===== src/rtl/demux6b16_buf.sv =====
// ----------------------------------------------------------------------------
// demux6b16_buf
//
// Buffered 1-to-6 demultiplexer. This is the write side of the 6-input result
// mux. A producer offers one word plus a 3-bit destination under a
// valid/ready handshake. Each of the six destinations (A..F) owns a one-deep
// slot. A slot holds its word until that slot's consumer acknowledges it.
//
// Ports:
//   clk        rising-edge clock
//   rst_n      asynchronous active-low reset
//   in_data    word to route
//   in_sel     destination: 0..5 = A..F; 6 and 7 are illegal
//   in_valid   producer offers a word this cycle
//   in_ready   block will take the offered word this cycle (combinational)
//   out_A..F   slot contents (registered)
//   out_valid  bit i set = slot i holds an unconsumed word (bit0 = A)
//   out_ack    bit i set = consumer i takes slot i this cycle
//   clr_err    synchronous clear of sel_err and err_cnt
//   sel_err    sticky flag: an illegal select was accepted
//   err_cnt    saturating count of accepted illegal selects
// ----------------------------------------------------------------------------
module demux6b16_buf #(
    parameter int WIDTH       = 16,
    parameter int DEFAULT_VAL = 15,
    parameter int ERR_CNT_W   = 8
) (
    input  logic                 clk,
    input  logic                 rst_n,
    input  logic [WIDTH-1:0]     in_data,
    input  logic [2:0]           in_sel,
    input  logic                 in_valid,
    output logic                 in_ready,
    output logic [WIDTH-1:0]     out_A,
    output logic [WIDTH-1:0]     out_B,
    output logic [WIDTH-1:0]     out_C,
    output logic [WIDTH-1:0]     out_D,
    output logic [WIDTH-1:0]     out_E,
    output logic [WIDTH-1:0]     out_F,
    output logic [5:0]           out_valid,
    input  logic [5:0]           out_ack,
    input  logic                 clr_err,
    output logic                 sel_err,
    output logic [ERR_CNT_W-1:0] err_cnt
);

    logic [WIDTH-1:0] slot_q [6];
    logic [5:0]       valid_q;
    logic [5:0]       slot_free;
    logic [7:0]       ready_by_sel;
    logic             legal_sel;
    logic             accept;

    // A slot can take a new word when it is empty, or when its current word
    // leaves in this same cycle. That second case gives full throughput.
    // Selects 6 and 7 are padded as always-ready so that illegal words are
    // drained and never stall the producer.
    assign slot_free    = ~valid_q | out_ack;
    assign ready_by_sel = {2'b11, slot_free};
    assign in_ready     = ready_by_sel[in_sel];
    assign legal_sel    = (in_sel < 3'd6);
    assign accept       = in_valid & in_ready;

    // Per-slot storage. A consume only clears the valid bit. The data stays
    // visible so downstream logic can keep reading the last value.
    always_ff @(posedge clk or negedge rst_n) begin
        if (!rst_n) begin
            for (int i = 0; i < 6; i++) begin
                slot_q[i] <= WIDTH'(DEFAULT_VAL);
            end
            valid_q <= '0;
        end else begin
            for (int i = 0; i < 6; i++) begin
                if (accept && legal_sel && (in_sel == 3'(i))) begin
                    slot_q[i]  <= in_data;
                    valid_q[i] <= 1'b1;
                end else if (out_ack[i]) begin
                    valid_q[i] <= 1'b0;
                end
            end
        end
    end

    // Error bookkeeping. If a clear and an illegal accept arrive in the same
    // cycle, the clear wins.
    always_ff @(posedge clk or negedge rst_n) begin
        if (!rst_n) begin
            sel_err <= 1'b0;
            err_cnt <= '0;
        end else if (clr_err) begin
            sel_err <= 1'b0;
            err_cnt <= '0;
        end else if (accept && !legal_sel) begin
            sel_err <= 1'b1;
            if (err_cnt != '1) begin
                err_cnt <= err_cnt + 1'b1;
            end
        end
    end

    assign out_A     = slot_q[0];
    assign out_B     = slot_q[1];
    assign out_C     = slot_q[2];
    assign out_D     = slot_q[3];
    assign out_E     = slot_q[4];
    assign out_F     = slot_q[5];
    assign out_valid = valid_q;

endmodule


===== config.mk =====
export PLATFORM = sky130hd
export DESIGN_NAME = demux6b16_buf
export DESIGN_NICKNAME = d
export VERILOG_FILES = /design/src/rtl/demux6b16_buf.sv
export SDC_FILE = /design/constraint.sdc
export NUM_CORES = 1
export LEC_CHECK = 0
export CORE_UTILIZATION = 43
export DETAILED_ROUTE_END_ITERATION = 8
export PLACE_DENSITY = 0.77
export SETUP_SLACK_MARGIN = 0.3
export SLEW_MARGIN = 30
export SYNTH_ARGS = -nofsm -noshare
export SYNTH_HDL_FRONTEND = slang
export SYNTH_SLANG_ARGS = --single-unit

===== constraint.sdc =====
create_clock -name clk -period 2.1 [get_ports clk]
set_input_delay 0.63 -clock clk [delete_from_list [all_inputs] [get_ports clk]]
set_output_delay 0.63 -clock clk [all_outputs]
set_load 0.01 [all_outputs]

==> metrics.md <==
| Metric | Value |
|---|---|
| VDD IR max | 0.7460 mV |
| Failing checks | negative setup slack |
| Share of layout cells above drive strength 1 | 48.94% |
| Synth top area share | 46.12% |
| FMAX | 445.8 MHz |
| Fillers | 877 |
| Max FO, Critical Path | 2 |
| Ys Warns | 0 |
| Final period util | 106.8% |
| CP endpoint kind | primary output |
| Post-synthesis cell type count | 38 |
| Area growth syn-to-layout | 40.60% |
| EDFF count, synth | 0 |
| Register area share after synthesis | 59.48% |
| GRT overflow | 0 |
| DRC | 0 |
| Critical Path RT | 1470 ps |
| CP Data Arrival Time | 1610 ps |
| Power Density | 875.2 mW/mm^2 |
| CTS Buf Count | 9 |
| First-pass GRT wire length | 18.29 mm |
| # Max-Cap Violations | 0 |
| Detailed Place HPWL | 7.978 mm |
| Syn nets | 321 |
| Synth top area cells | dfrtp_1, mux2_2, dfstp_2 |
| Worst Hold Class | input port to async pin |
| # H-tree levels | 3 |
| 1st-iter DRT viols | 109 |
| TritonCTS clock tree | done |
| Flops & latches, synth | 111 |
| DR vias/cell | 5.120 |
| Die width | 106.8 um |
| Initial antenna violation count | 0 |
| Die area | 0.01140 mm^2 |
| Clock Tree Buf Depth | 2 |
| CTS clock-pin slew for the worst setup and hold paths | 100 ps |
| Synth async-reset ratio | 100.0% |
| Top cell type by total area after synthesis | dfrtp_1 |
| Die Height | 106.8 um |
| Critical path class | input port to primary output |
| Min cycle time layout | 2243 ps |
| Post-Synthesis Cells | 291 |
| CP Launch Type | input port |
| Crit-path slowest cell | mux4_2 |
| Core area | 0.01046 mm^2 |
| IO Count | 141 |
| Fin cells | 608 |
| Nets | 497 |
| PortBufs | 140 |
| Post-synth top flop | dfrtp_1 |
| Final Hold Viols | 0 |
| Root Driver | clkbuf_8 |
| CP dominant cell by count | buf_2 |
| Fin. max-slew vios | 0 |
| Worst Tran Pin Value | 471.2 ps |
| Slowest stage delay, CP | 470 ps |
| Largest net degree at the start of global routing | 46 |
| CP Buf/Inv Count | 2 |
| Hold Buf Count CTS | 0 |
| Clk_lat worst skew | 380 ps |
| Setup violations, final | 1 |
| Antenna Cells | 0 |
| Routed wire per std cell | 18.49 um |
| Outcome | finished, violations left |
| Gpl congestion | 0.7991 |
| Critical path, cell by cell | buf_2 -> nand2b_4 -> mux4_2 -> a2bb2oi_2 -> buf_2 |
| Row count | 37 |
| DR pass1 iterations | 4 |
| Syn Area/Cell | 16.22 um^2 |
| CP top delay family | multiplexers |
| Clk_skew | 8.308 ps |
| Number of global-route vias before repair | 3,316 |
| Placed insts | 582 |
| Remaining antenna violation count | 0 |
| Clk sink count | 111 |
| Final Util | 63.44% |
| Max_slew headroom | 68.49% |
| Setup WS post-layout | -143.0 ps |
| All-Layer GR Usage | 21.31% |
| Leak Pwr | 0.003238 uW |
| Post-Syn Area | 0.004721 mm^2 |
| RSZ-0062 raised after global routing | yes |
| Final WL | 11.24 mm |
| Starting Density | 45.12% |
| Vias | 3,113 |
-- cells by family after synthesis --
family | share of synthesized area, %
mux | 27.56
fa+ha+maj | 0.2650
buf+inv | 2.836
compound gates | 2.041
simple gates | 7.819
flops | 59.48
-- worst paths after layout --
check / from / to / slack, ps / cells past startpoint
hold reg to reg: out_B[9]$_DFFE_PN0P_ / out_B[9]$_DFFE_PN0P_ / 510 / 1
setup reg to reg: err_cnt[0]$_DFFE_PN0P_ / err_cnt[4]$_DFFE_PN0P_ / 380 / 5
setup / recovery: out_ack[3] / in_ready / -140 / 5
max in group asynchronous: rst_n / out_F[3]$_DFFE_PN1P_ / 1310 / 2
hold / removal: rst_n / out_A[8]$_DFFE_PN0P_ / 160 / 1
min in group clk: out_B[9]$_DFFE_PN0P_ / out_B[9]$_DFFE_PN0P_ / 510 / 1
-- report_power, final --
part / internal, uW / total (uW) / leakage (uW) / switching [uW]
clock network: 674 / 1390 / 0.000103 / 713
registers: 2630 / 2860 / 0.00132 / 230
logic: 903 / 1560 / 0.00181 / 657
-- state kept, by name, summed over array words and instances (netlist names) --
name and count:
out_A 16, err_cnt 8, out_E 16, out_D 16, out_F 16, out_C 16, sel_err 1, out_B 16
out_valid 6
-- layout make-up --
type	count	area, um^2	area share, %
Sequential cell	111	2809	42.32
Multi-Input combinational cell	166	1867	28.12
Timing Repair Buffer	178	1568	23.62
Tap cell	136	170.2	2.564
Clock buffer	9	123.9	1.866
Clock inverter	7	96.34	1.451
Inverter	1	3.754	0.05655
-- per-stage QoR --
| step | hold slack [ps] | worst slack (ps) | total power [uW] | instance area, um^2 | setup TNS, ps |
|---|---|---|---|---|---|
| 5_1_grt | 163.3 | -191.5 | 6114 | 6638 | -191.5 |
| 6_report | 160.8 | -143.0 | 5809 | 6638 | -143.0 |
| 3_5_place_dp | 492.1 | -810.7 | 4815 | 6574 | -17480 |
| 4_1_cts | 154.0 | -146.1 | 5944 | 6748 | -146.1 |
| 2_1_floorplan | 334.4 | 87.46 | 3662 | 4795 | 0 |
| 3_3_place_gp | 488.0 | -800.5 | 4751 | 6574 | -14190 |
-- synth_stat cells (all sizes together), types with 2 or more instances --
cell type / instances
a211oi: 3
a21oi: 4
a31oi: 2
and3: 4
and4: 4
buf: 12
dfrtp: 87
dfstp: 24
mux2: 100
nand2: 5
nand2b: 7
nand3: 6
nand4: 4
nor2: 7
nor2b: 9
-- layer usage --
layer | GRT usage [%] | up-vias | share of wire [%]
li1 | - | 1394 | -
met1 | 26.10 | 1570 | 41
met2 | 35.48 | 128 | 49
met3 | 6.565 | 21 | 7.6
met4 | 7.730 | 0 | 2.5
met5 | 0 | - | 0
-- cells in the final DEF, fill, tap and decap left out, types with 2 or more instances in the layout --
cell type        instances
and4_1                   3
buf_2                   29
nand4_1                  3
and3_1                   3
bufinv_16                2
buf_12                  11
nand2b_1                 3
a211oi_2                 2
dlygate4sd2_1           88
nand3_1                  3
nor2b_4                  2
a21oi_1                  2
nand2b_4                 4
nand2_1                  5
clkinvlp_4               2
nand3_4                  3
dfrtp_1                 86
buf_4                   27
clkdlybuf4s15_2          2
nor2_1                   6
clkdlybuf4s50_1         19
nor2b_1                  7
dfstp_2                 24
mux2_2                  54
a31oi_1                  2
clkbuf_8                 9
mux2_4                  46
-- what timing repair did --
action | 4_1_cts | 5_1_grt
resized for setup | 194 | 24
endpoints found under the setup margin | 178 | 25
buffers inserted | 9 | 1
No activity file was read; power rests on OpenSTA's default activity.
